### src/rtl/spike_binner.sv
// rtl/spike_binner.sv - spike conditioning (sync, edge detect, refractory) and fixed-window spike binning
// Counts accepted spikes per BIN_CYCLES window and emits a one-cycle strobe with the saturated count.
module spike_binner #(
  parameter int BIN_CYCLES     = 5000000,
  parameter int REFRACT_CYCLES = 100,
  parameter int SYNC_STAGES    = 2,
  parameter int COUNT_MAX      = 32767
) (
  input  logic        clk,
  input  logic        rst,
  input  logic        enable,
  input  logic        spike_in,
  output logic        bin_strobe,
  output logic [15:0] bin_count,
  output logic        bin_sat
);

  localparam int WC_W = $clog2(BIN_CYCLES);
  localparam int RF_W = (REFRACT_CYCLES > 0) ? $clog2(REFRACT_CYCLES + 1) : 1;

  localparam logic [WC_W-1:0] WC_LAST = WC_W'(BIN_CYCLES - 1);
  localparam logic [RF_W-1:0] RF_LOAD = RF_W'(REFRACT_CYCLES);
  localparam logic [15:0]     CNT_MAX = 16'(COUNT_MAX);

  localparam logic [0:0] IDLE  = 1'b0;
  localparam logic [0:0] COUNT = 1'b1;

  logic [1:0]             rst_pipe;
  logic                   rst_int;
  logic [SYNC_STAGES-1:0] sync;
  logic                   sync_d;
  logic                   spike_edge;

  logic [0:0]      state;
  logic [WC_W-1:0] wc;
  logic [15:0]     acc;
  logic            sat;
  logic [RF_W-1:0] refr;

  logic            accept;
  logic            closing;
  logic            clip;
  logic [15:0]     acc_sum;

  // Reset asserts immediately but releases only on a clock edge.
  always_ff @(posedge clk or posedge rst) begin
    if (rst) begin
      rst_pipe <= 2'b11;
    end else begin
      rst_pipe <= {rst_pipe[0], 1'b0};
    end
  end

  assign rst_int = rst_pipe[1];

  always_ff @(posedge clk or posedge rst_int) begin
    if (rst_int) begin
      sync   <= '0;
      sync_d <= 1'b0;
    end else begin
      sync   <= {sync[SYNC_STAGES-2:0], spike_in};
      sync_d <= sync[SYNC_STAGES-1];
    end
  end

  assign spike_edge = sync[SYNC_STAGES-1] & ~sync_d;

  assign accept  = (state == COUNT) && spike_edge && (refr == '0);
  assign closing = (state == COUNT) && (wc == WC_LAST);
  assign clip    = accept && (acc >= CNT_MAX);
  assign acc_sum = acc + {15'd0, accept};

  always_ff @(posedge clk or posedge rst_int) begin
    if (rst_int) begin
      state      <= IDLE;
      wc         <= '0;
      acc        <= '0;
      sat        <= 1'b0;
      refr       <= '0;
      bin_strobe <= 1'b0;
      bin_count  <= '0;
      bin_sat    <= 1'b0;
    end else begin
      bin_strobe <= 1'b0;
      case (state)
        IDLE: begin
          wc   <= '0;
          acc  <= '0;
          sat  <= 1'b0;
          refr <= '0;
          if (enable) begin
            state <= COUNT;
          end
        end
        COUNT: begin
          // Lockout keeps running across window boundaries.
          if (accept) begin
            refr <= RF_LOAD;
          end else if (refr != '0) begin
            refr <= refr - 1'b1;
          end
          if (closing) begin
            bin_strobe <= 1'b1;
            bin_count  <= clip ? CNT_MAX : acc_sum;
            bin_sat    <= sat | clip;
            acc        <= '0;
            sat        <= 1'b0;
            wc         <= '0;
            if (!enable) begin
              state <= IDLE;
            end
          end else if (!enable) begin
            state <= IDLE;
            wc    <= '0;
            acc   <= '0;
            sat   <= 1'b0;
          end else begin
            wc <= wc + 1'b1;
            if (accept) begin
              if (clip) begin
                sat <= 1'b1;
              end else begin
                acc <= acc_sum;
              end
            end
          end
        end
        default: state <= IDLE;
      endcase
    end
  end

endmodule

### config.mk
export PLATFORM = sky130hd
export DESIGN_NAME = spike_binner
export DESIGN_NICKNAME = d
export VERILOG_FILES = /design/src/rtl/spike_binner.sv
export SDC_FILE = /design/constraint.sdc
export NUM_CORES = 1
export LEC_CHECK = 0
export CAP_MARGIN = 0
export CORE_MARGIN = 2
export CORE_UTILIZATION = 45
export CTS_CLUSTER_SIZE = 20
export DETAILED_ROUTE_END_ITERATION = 8
export GPL_ROUTABILITY_DRIVEN = 0
export PLACE_DENSITY = 0.66
export SLEW_MARGIN = 20
export SYNTH_ARGS = -nofsm -noshare
export SYNTH_HDL_FRONTEND = slang
export SYNTH_SLANG_ARGS = --single-unit
### constraint.sdc
create_clock -name clk -period 2.65 [get_ports clk]
set_input_delay 0.3975 -clock clk [delete_from_list [all_inputs] [get_ports clk]]
set_output_delay 0.3975 -clock clk [all_outputs]
set_load 0.02 [all_outputs]
==> impl_results.md, run 1 <==
- Outcome: finished, final reports clean
- Final Hold Vio Count: 0
- Slew Limit Fails: 0
- Max clock buf depth: 2
- Synthesized instance count: 354
- Final Skew: 0.00907 ns
- CP max-delay cell: dfrtp_1
- Register bit count reported by yosys: 71
- Starting Density: 46.0%
- Number of global-route vias before repair: 2498
- Max rail drop VDD: 0.331 mV
- Mapped cell area: 0.00350 sq mm
- Core ar.: 0.00761 sq mm
- Slew Limit Headroom: 42.6%
- Cell area power density: 650 mW/mm^2
- Setup Viol. Count Final: 0
- Area growth, synth to finish: 17.9%
- CP startpoint kind: flip-flop
- Share of cells above drive strength 1: 9.33%
- IO Pins: 22
- Shortest period the worst path allows: 2.45 ns
- Synth warnings: 0
- Fin crit share: 92.3%
- Post-CTS Setup Inserts: 0
- Post-place setup slack: 0.0942 ns
- CTS Sinks: 71
- CP max stage delay: 0.43 ns
- Die height: 92.2 microns
- Via/cell ratio: 5.24
- Syn_area_per_cell: 9.88 sq um
- CTS tree: done
- Worst Path Required: 2.93 ns
- CTS Buf Count: 9
- FMAX: 0.409 GHz
- DR WL/cell: 13.4 microns
- Reg2Reg Setup Slack: 0.20 ns
- Antenna viol nets, final: 0
- Nets@finish: 390
- Initial antenna violation count: 0
- Syn Nets: 363
- Largest net degree at the start of global routing: 70
- Gr usage total: 16.9%
- Worst path buffer plus inverter count: 2
- CP Cell Sequence: nor4_4 > nand4_1 > inv_1 > ha_1 > nand4_1 > buf_4 > nor3_2 > nand3_1 > xor2_1 > nor2_1
- Register area share after synthesis: 50.9%
- Filler Cell Count: 685
- Cell mode on critical path: nand4_1
- Register Area: 0.00178 sq mm
- Dpl cells: 472
- Detailed-route via count: 2557
- Num rows: 32
- Final std cells w/o fill: 488
- Iter 0 DRT Violations: 102
- Port bufs: 21
- Drc violations: 0
- Family with the most delay on the worst path: simple AND/OR/NAND/NOR gates
- First-pass GRT wire length: 11300 microns
- Total grt overflow: 0
- Area of the multi-input gates: 0.00160 sq mm
- Worst Setup Slack, final: 0.204 ns
- Maxcap violations: 0
- Worst-path clk slew: 0.08 ns
- CP Max Fanout: 4
- WL final: 6520 microns
- WS Path Type: flip-flop to flip-flop
- H-tree levels: 3
- Least-Margin Pin Slew: 0.861 ns
- Drt pass-1 iters: 4
- Hold Path Class: flip-flop to flip-flop
- Die area: 0.00849 sq mm
- Critical path arrival: 2.72 ns
- Worst skew pair latency: 0.35 ns
- Die W: 92.2 microns
- Power Total: 2.68 mW
- CTS root buf: clkbuf_8
- Dpl hpwl: 4290 microns
- Static leakage: 1.67 nW
- Netlist cell types: 34
- Ant. Diodes: 0
- Setup crit end kind: flip-flop
## worst register-to-register path, delay by kind of cell (launching register included)
kind | cells | cell delay (ns)
simple gates | 6 | 1.22
fa+ha+maj | 1 | 0.18
xor+xnor | 1 | 0.18
buf+inv | 2 | 0.37
flops | 1 | 0.43
## where the power goes
| part | leakage [nW] | internal, mW | total (mW) | switching [mW] |
|---|---|---|---|---|
| registers | 0.958 | 1.13 | 1.19 | 0.0597 |
| logic | 0.582 | 0.140 | 0.325 | 0.185 |
| clock network | 0.134 | 0.748 | 1.16 | 0.412 |
## sequential cells by signal, summed over array words and instances, names as in the netlist
signal and count:
acc 16, sync 2, sync_d 1, bin_count 16, wc 23, bin_sat 1, rst_pipe 2, sat 1
bin_strobe 1, state 1, refr 7
## placed cells by master, fill, tap and decap left out, types with 14 or more instances in the layout
cell / count
dfrtp_1: 69
xor2_1: 21
clkdlybuf4s50_1: 21
a31oi_1: 14
nor3_1: 15
nand3_1: 28
xnor2_1: 34
nand2_1: 17
nor2_1: 70
## metrics by stage
step / utilization (%) / TNS (ns) / area, sq um / hold WS [ns]
after detailed placement: 50.4 / 0 / 3830 / 0.350
after global placement: 50.4 / 0 / 3830 / 0.333
final: 54.2 / 0 / 4120 / 0.361
after CTS: 54.0 / 0 / 4110 / 0.364
after global routing: 54.2 / -0.00815 / 4120 / 0.369
after floorplan: - / 0 / 3500 / 0.309
## path summary, 6_finish.rpt
path | startpoint | end | depth (start not counted)
worst max-delay path | refr[5]$_DFFE_PP0P_ | acc[10]$_DFFE_PP0P_ | 10
max in group asynchronous | rst_pipe[1]$_DFF_PP1_ | wc[0]$_DFF_PP0_ | 2
worst max register to register | refr[5]$_DFFE_PP0P_ | acc[10]$_DFFE_PP0P_ | 10
min in group asynchronous | rst | rst_pipe[1]$_DFF_PP1_ | 2
worst min-delay path | rst_pipe[0]$_DFF_PP1_ | rst_pipe[1]$_DFF_PP1_ | 0
worst min register to register | rst_pipe[0]$_DFF_PP1_ | rst_pipe[1]$_DFF_PP1_ | 0
## cell type report
cell class	instances	area share, %
repair buffers	30	7.35
multi-input cells	258	38.8
well taps	102	3.10
clock inverters	5	3.13
inverters	11	1.00
flip-flops and latches	71	43.2
clock buffers	11	3.43
## cell families (layout without fill, tap and decap cells)
kind of cell    count (synthesis)  in the layout  synth area share (%)
flops                          71             71                  50.9
xor+xnor                       55             55                  13.8
buf+inv                        25             57                  4.01
compound gates                 28             28                  4.90
other cells                     1              1                 0.107
simple gates                  168            168                  24.2
mux                             1              1                 0.322
fa+ha+maj                       5              5                  1.79
## layer usage
metal	global-route usage, %	vias up	share of wire (%)	routed length, microns
li1	-	1263	-	-
met3	2.96	12	2.7	174
met1	21.4	1247	47	3080
met2	27.6	35	48	3130
met4	9.33	0	1.9	125
met5	0	-	0	0
## cells in the mapped netlist
cell,count,area [sq um]
a211oi_1,1,7.51
a21oi_1,4,20.0
a31oi_1,14,87.6
a41o_1,1,10.0
a41oi_1,1,8.76
and3_1,7,43.8
and4_1,4,35.0
buf_2,1,5.00
buf_6,6,67.6
clkbuf_1,7,26.3
conb_1,1,3.75
dfrtp_1,69,1730
dfstp_2,2,52.6
ha_1,5,62.6
inv_1,11,41.3
mux2_2,1,11.3
nand2_1,17,63.8
nand3_1,28,140
nand3b_4,1,20.0
nand4_1,9,56.3
nor2_1,70,263
nor2b_1,2,12.5
nor3_1,16,80.1
nor4_1,6,37.5
nor4_4,2,42.5
nor4b_1,1,8.76
o21ai_0,6,30.0
o31ai_1,1,7.51
or2_2,1,6.26
or4_1,2,15.0
or4_4,1,11.3
or4bb_1,1,11.3
xnor2_1,34,298
xor2_1,21,184
## timing repair
item | CTS | global route
hold buffers | 0 | 0
endpoints found under the setup margin | 0 | 10
gates resized for setup | 0 | 3
No activity file was read; power rests on OpenSTA's default activity.
==> inputs of run 2 (changes only) <==
Settings changed: HOLD_SLACK_MARGIN set to 0.15, SETUP_SLACK_MARGIN set to 0.15.
==> run 2 against run 1 <==
Net effect:
- flip-flop and latch count is the same
- non-clock buffer count grew 8
- fmax rose by 3.3%
- critical endpoint is now acc[12]$_DFFE_PP0P_
- highest routed layer unchanged
- sequential share of layout area is 0.77 points lower
- utilization is 0.99 points higher
- worst setup slack better by 0.078 ns
- critical path depth did not move
==> impl_results.md, run 2 (synthesized netlist as in run 1, its figures left out) <==
- CTS tree: done (unchanged)
- First-pass GRT wire length: 11400 microns (was 11300 microns)
- Final Instance Area: 0.00420 sq mm (was 0.00412 sq mm)
- Fin crit share: 89.4% (was 92.3%)
- Maxcap violations: 0 (unchanged)
- Total grt overflow: 0 (unchanged)
- CP startpoint kind: flip-flop (unchanged)
- Shortest period the worst path allows: 2.37 ns (was 2.45 ns)
- Worst-path clk slew: 0.08 ns (about the same)
- Max clock buf depth: 2 (unchanged)
- CP Max Fanout: 4 (unchanged)
- Number of global-route vias before repair: 2373 (was 2498)
- Critical path arrival: 2.61 ns (was 2.72 ns)
- DP Area: 0.00385 sq mm (was 0.00383 sq mm)
- Commonest non-fill, non-tap cell in the layout: dfrtp_1 (was nor2_1)
- Static leakage: 1.73 nW (was 1.67 nW)
- Most frequent cells in the layout: dfrtp_1, nor2_1, xnor2_1 (was nor2_1, dfrtp_1, xnor2_1)
- Outcome: finished, final reports clean (unchanged)
- Share of cells above drive strength 1: 12.7% (was 9.33%)
- Dpl hpwl: 4560 microns (was 4290 microns)
- Starting Density: 46.0% (unchanged)
- Iter 0 DRT Violations: 103 (was 102)
- Area growth, synth to finish: 20.0% (was 17.9%)
- Least-Margin Pin Slew: 0.580 ns (was 0.861 ns)
- Detailed-route via count: 2554 (was 2557)
- Max rail drop VDD: 0.305 mV (was 0.331 mV)
- Worst skew pair latency: 0.35 ns (about the same)
- Ant. Diodes: 0 (unchanged)
- Drt pass-1 iters: 4 (unchanged)
- FF-to-FF path depth: 10 (unchanged)
- Reg2Reg Setup Slack: 0.28 ns (was 0.20 ns)
- H-tree levels: 3 (unchanged)
- IO Pins: 22 (unchanged)
- Worst setup path endpoint: acc[12]$_DFFE_PP0P_ (was acc[10]$_DFFE_PP0P_)
- Die W: 92.2 microns (unchanged)
- Worst R2R Start: refr[5]$_DFFE_PP0P_ (unchanged)
- Final Skew: 0.0122 ns (was 0.00907 ns)
- CTS Hold Bufs: 0 (unchanged)
- Slew Limit Headroom: 61.3% (was 42.6%)
- Total negative slack: 0 ns (unchanged)
- FMAX: 0.422 GHz (was 0.409 GHz)
- DR WL/cell: 13.4 microns (about the same)
- CTS Sinks: 71 (unchanged)
- Number of flip-flops in the largest register: 23 (unchanged)
- Critical R2R Capture: acc[12]$_DFFE_PP0P_ (was acc[10]$_DFFE_PP0P_)
- Slew Limit Fails: 0 (unchanged)
- Die height: 92.2 microns (unchanged)
- Num rows: 32 (unchanged)
- Setup crit end kind: flip-flop (unchanged)
- Hold Path Class: flip-flop to asynchronous set/reset pin (was flip-flop to flip-flop)
- Via/cell ratio: 5.15 (was 5.24)
- Nets@finish: 398 (was 390)
- Largest Register: wc (unchanged)
- Final Hold Vio Count: 0 (unchanged)
- Antenna viol nets, final: 0 (unchanged)
- RSZ-0062 raised after global routing: yes
- Cell area power density: 623 mW/mm^2 (was 650 mW/mm^2)
- CTS root buf: clkbuf_8 (unchanged)
- Core ar.: 0.00761 sq mm (unchanged)
- Drc violations: 0 (unchanged)
- Gr usage total: 17.0% (was 16.9%)
- Final hold slack: 0.309 ns (was 0.361 ns)
- WS Path Type: flip-flop to flip-flop (unchanged)
- Worst Path Required: 2.89 ns (was 2.93 ns)
- CTS Buf Count: 9 (unchanged)
- Setup crit start: refr[5]$_DFFE_PP0P_ (unchanged)
- Largest regs: wc: 23 flops, acc: 16 flops, bin_count: 16 flops (unchanged)
- Die area: 0.00849 sq mm (unchanged)
- Initial antenna violation count: 0 (unchanged)
- Largest net degree at the start of global routing: 32 (was 70)
- WL final: 6660 microns (was 6520 microns)
- Port bufs: 21 (unchanged)
- Setup Viol. Count Final: 0 (unchanged)
## run 2: changes by cell type in the layout (fill, tap and decap cells not counted), moves of 2 or more
cell	change
nor2_2	+2
buf_4	+8
nor2_1	-2
nor4_4	+2
nor4_1	-3
## run 2: critical path, cell delays in order, from the launching register on
cell,delay [ns]
dfrtp_1,0.44
nor4_4,0.35
nand4_1,0.21
inv_2,0.13
ha_1,0.17
nand4_1,0.10
buf_4,0.18
nor4_4,0.31
nand3_1,0.14
xor2_1,0.18
nor2_1,0.05
## run 2: power breakdown
| part | internal, mW | total, mW | leakage, nW | switching (mW) |
|---|---|---|---|---|
| sequential | 1.13 | 1.20 | 0.958 | 0.0665 |
| clock | 0.628 | 1.06 | 0.120 | 0.429 |
| combinational | 0.169 | 0.358 | 0.655 | 0.189 |
## run 2: cell type report
cell class / instances / area, sq um
fill: 701 / 3410
timing repair buffer: 38 / 363
multi-input combinational: 258 / 1640
inverter: 11 / 41.3
clock inverter: 7 / 120
sequential: 71 / 1780
clock buffer: 9 / 124
tap: 102 / 128
## run 2: through the flow
step / std cells / power [mW] / util [%] / setup WS [ns]
2_1_floorplan: 354 / 1.45 / - / 0.169
3_3_place_gp: 473 / 1.51 / 50.7 / 0.205
3_5_place_dp: 473 / 1.52 / 50.7 / 0.180
4_1_cts: 489 / 2.58 / 53.9 / 0.158
5_1_grt: 496 / 2.75 / 55.2 / 0.119
6_report: 496 / 2.62 / 55.2 / 0.281
## run 2: timing repair
item	CTS	global route
resized for setup	0	9
setup buffers	0	7
endpoints found under the setup margin	0	23
## run 2: routing by layer
layer,GRT usage [%],wire [microns],share of wire (%)
met1,24.7,3250,49
met3,2.71,196,2.9
met2,24.9,3140,47
met5,0,0,0
met4,8.21,77,1.2
## run 2: how the worst min path moves through the flow
stage / from / to / slack [ns] / depth (start not counted)
final: rst_pipe[1]$_DFF_PP1_ / bin_strobe$_DFF_PP0_ / 0.31 / 1
after floorplan: rst / rst_pipe[0]$_DFF_PP1_ / 0.31 / 1
after global placement: rst_pipe[1]$_DFF_PP1_ / wc[19]$_DFF_PP0_ / 0.34 / 1
after CTS: rst_pipe[1]$_DFF_PP1_ / bin_strobe$_DFF_PP0_ / 0.35 / 1
after global routing: rst_pipe[0]$_DFF_PP1_ / rst_pipe[1]$_DFF_PP1_ / 0.36 / 0
after detailed placement: rst_pipe[1]$_DFF_PP1_ / wc[19]$_DFF_PP0_ / 0.34 / 1
==> inputs of run 3 (changes only) <==
Settings changed: CORE_UTILIZATION 45 to 59, PLACE_DENSITY 0.66 to 0.82.
==> run 3 against run 2 <==
Net effect:
- non-clock buffer count fell by 6
- die area fell by 23%
- worst setup slack improved by 0.017 ns
- utilization rose by 15 points
- worst hold slack improved by 0.039 ns
- register-to-register slack improved by 0.02 ns
- sequential power barely moved
- flip-flop and latch count did not move
- critical endpoint is now wc[19]$_DFF_PP0_
- wire length rose by 1.8%
- via count rose by 2.5%
- sequential share of layout area rose by 1.1 points
- fmax rose by 0.71%
==> impl_results.md, run 3 (synthesized netlist as in run 1, its figures left out) <==
- Outcome: finished, final reports clean (unchanged)
- CTS Sinks: 71 (unchanged)
- Num rows: 28 (was 32)
- Drt pass-1 iters: 4 (unchanged)
- CP startpoint kind: flip-flop (unchanged)
- Routed length on met3: 296 microns (was 196 microns)
- Setup Viol. Count Final: 0 (unchanged)
- Die height: 81.0 microns (was 92.2 microns)
- Cell area power density: 596 mW/mm^2 (was 623 mW/mm^2)
- Share of cells above drive strength 1: 11.6% (was 12.7%)
- CP Max Fanout: 17 (was 4)
- Shortest period the worst path allows: 2.35 ns (was 2.37 ns)
- Slew Limit Fails: 0 (unchanged)
- Fin crit share: 88.8% (was 89.4%)
- Detailed-route via count: 2618 (was 2554)
- Most frequent cells in the layout: nor2_1, dfrtp_1, xnor2_1 (was dfrtp_1, nor2_1, xnor2_1)
- Via/cell ratio: 5.65 (was 5.15)
- Uppermost layer routed: met4 (unchanged)
- Slew Limit Headroom: 46.1% (was 61.3%)
- Area growth, synth to finish: 17.0% (was 20.0%)
- CP max stage delay: 0.53 ns (was 0.44 ns)
- Die area: 0.00656 sq mm (was 0.00849 sq mm)
- Worst Path Required: 2.88 ns (was 2.89 ns)
- Total negative slack: 0 ns (unchanged)
- CTS root buf: clkbuf_8 (unchanged)
- CTS tree: done (unchanged)
- Maxcap violations: 0 (unchanged)
- Met1 Routed Length: 2960 microns (was 3250 microns)
- Hold Path Origin: sync[0]$_DFF_PP0_
- Largest regs: wc: 23 flops, acc: 16 flops, bin_count: 16 flops (unchanged)
- First-pass GRT wire length: 11300 microns (was 11400 microns)
- Worst skew pair latency: 0.34 ns (was 0.35 ns)
- WS Path Type: flip-flop to flip-flop (unchanged)
- FMAX: 0.425 GHz (was 0.422 GHz)
- Wire length on met2: 3330 microns (was 3140 microns)
- Die W: 81.0 microns (was 92.2 microns)
- Total grt overflow: 0 (unchanged)
- Final Skew: 0.00886 ns (was 0.0122 ns)
- Family with the most delay on the worst path: simple AND/OR/NAND/NOR gates (unchanged)
- Hold Path Class: flip-flop to flip-flop (was flip-flop to asynchronous set/reset pin)
- CTS Hold Bufs: 0 (unchanged)
- Final Hold Vio Count: 0 (unchanged)
- Ant. Diodes: 0 (unchanged)
- Initial antenna violation count: 0 (unchanged)
- CP Cell Sequence: or4_1 > or4_4 > nor4_4 > nand3b_4 > buf_4 > nor2_1 (was nor4_4 > nand4_1 > inv_2 > ha_1 > nand4_1 > buf_4 > nor4_4 > nand3_1 > xor2_1 > nor2_1)
- CTS Buf Count: 9 (unchanged)
- Worst-path clk slew: 0.07 ns (was 0.08 ns)
- Number of flip-flops in the largest register: 23 (unchanged)
- Number of global-route vias before repair: 2519 (was 2373)
- H-tree levels: 3 (unchanged)
- Port bufs: 21 (unchanged)
- Max clock buf depth: 2 (unchanged)
- Iter 0 DRT Violations: 204 (was 103)
- Largest net degree at the start of global routing: 39 (was 32)
- DR WL/cell: 14.7 microns (was 13.4 microns)
- Nets@finish: 392 (was 398)
- Critical path arrival: 2.58 ns (was 2.61 ns)
- Setup crit end kind: flip-flop (unchanged)
- Antenna viol nets, final: 0 (unchanged)
- Least-Margin Pin Slew: 0.807 ns (was 0.580 ns)
- Dpl hpwl: 4620 microns (was 4560 microns)
- Worst path buffer plus inverter count: 1 (was 2)
- IO Pins: 22 (unchanged)
- WL final: 6780 microns (was 6660 microns)
- Max rail drop VDD: 0.535 mV (was 0.305 mV)
- Core ar.: 0.00582 sq mm (was 0.00761 sq mm)
- Gr usage total: 22.6% (was 17.0%)
- RSZ-0062 raised after global routing: yes (unchanged)
- Starting Density: 60.1% (was 46.0%)
- Drc violations: 0 (unchanged)
- Worst R2R Start: wc[15]$_DFF_PP0_ (was refr[5]$_DFFE_PP0P_)
- Largest Register: wc (unchanged)
- Static leakage: 1.69 nW (was 1.73 nW)
- CP max-delay cell: or4_1 (was dfrtp_1)
- Final hold slack: 0.349 ns (was 0.309 ns)
- Setup crit start: wc[15]$_DFF_PP0_ (was refr[5]$_DFFE_PP0P_)
==> run 3: changes by cell type in the layout (fill, tap and decap cells not counted), moves of 2 or more <==
cell       delta
bufinv_16     -2
buf_4         -7
clkbuf_8      +3
nor3_1        -2
nor3_2        +2
==> run 3: cell type report <==
class / instances / area, sq um
sequential: 71 / 1780
fill: 427 / 1720
multi-input combinational: 258 / 1650
timing repair buffer: 32 / 322
clock buffer: 13 / 169
tap: 75 / 93.8
inverter: 11 / 41.3
clock inverter: 3 / 40.0
==> run 3: final timing paths <==
path | to | slack, ns | depth (start not counted)
worst max register to register | wc[19]$_DFF_PP0_ | 0.30 | 6
min in group asynchronous | rst_pipe[0]$_DFF_PP1_ | 0.37 | 2
worst max-delay path | wc[19]$_DFF_PP0_ | 0.30 | 6
worst min-delay path | sync[1]$_DFF_PP0_ | 0.35 | 0
max in group asynchronous | acc[7]$_DFFE_PP0P_ | 1.59 | 2
worst min register to register | sync[1]$_DFF_PP0_ | 0.35 | 0
==> run 3: where the power goes <==
part	internal (mW)	switching, mW
Clock	0.509	0.389
Sequential	1.13	0.0623
Combinational	0.153	0.190
Total	1.80	0.641
==> run 3: layer usage <==
| metal | up-vias | global-route usage (%) |
|---|---|---|
| met5 | - | 0 |
| met4 | 0 | 11.4 |
| met3 | 16 | 5.11 |
| met2 | 75 | 36.8 |
| met1 | 1252 | 28.4 |
| li1 | 1275 | - |
==> run 3: repair_timing <==
action	CTS	global route
setup endpoints to repair	2	20
pin swaps	0	3
buffers inserted	0	1
gates resized for setup	1	11
==> run 3: per-stage QoR <==
step | total power, mW | instance area (sq um) | worst slack, ns | instances | util, %
finish | 2.44 | 4090 | 0.298 | 463 | 70.4
floorplan | 1.45 | 3520 | 0.169 | 354 | -
global placement | 1.50 | 3820 | 0.282 | 446 | 65.7
global route | 2.56 | 4090 | 0.0972 | 463 | 70.4
CTS | 2.42 | 4030 | 0.161 | 462 | 69.3
detailed placement | 1.53 | 3820 | 0.156 | 446 | 65.7
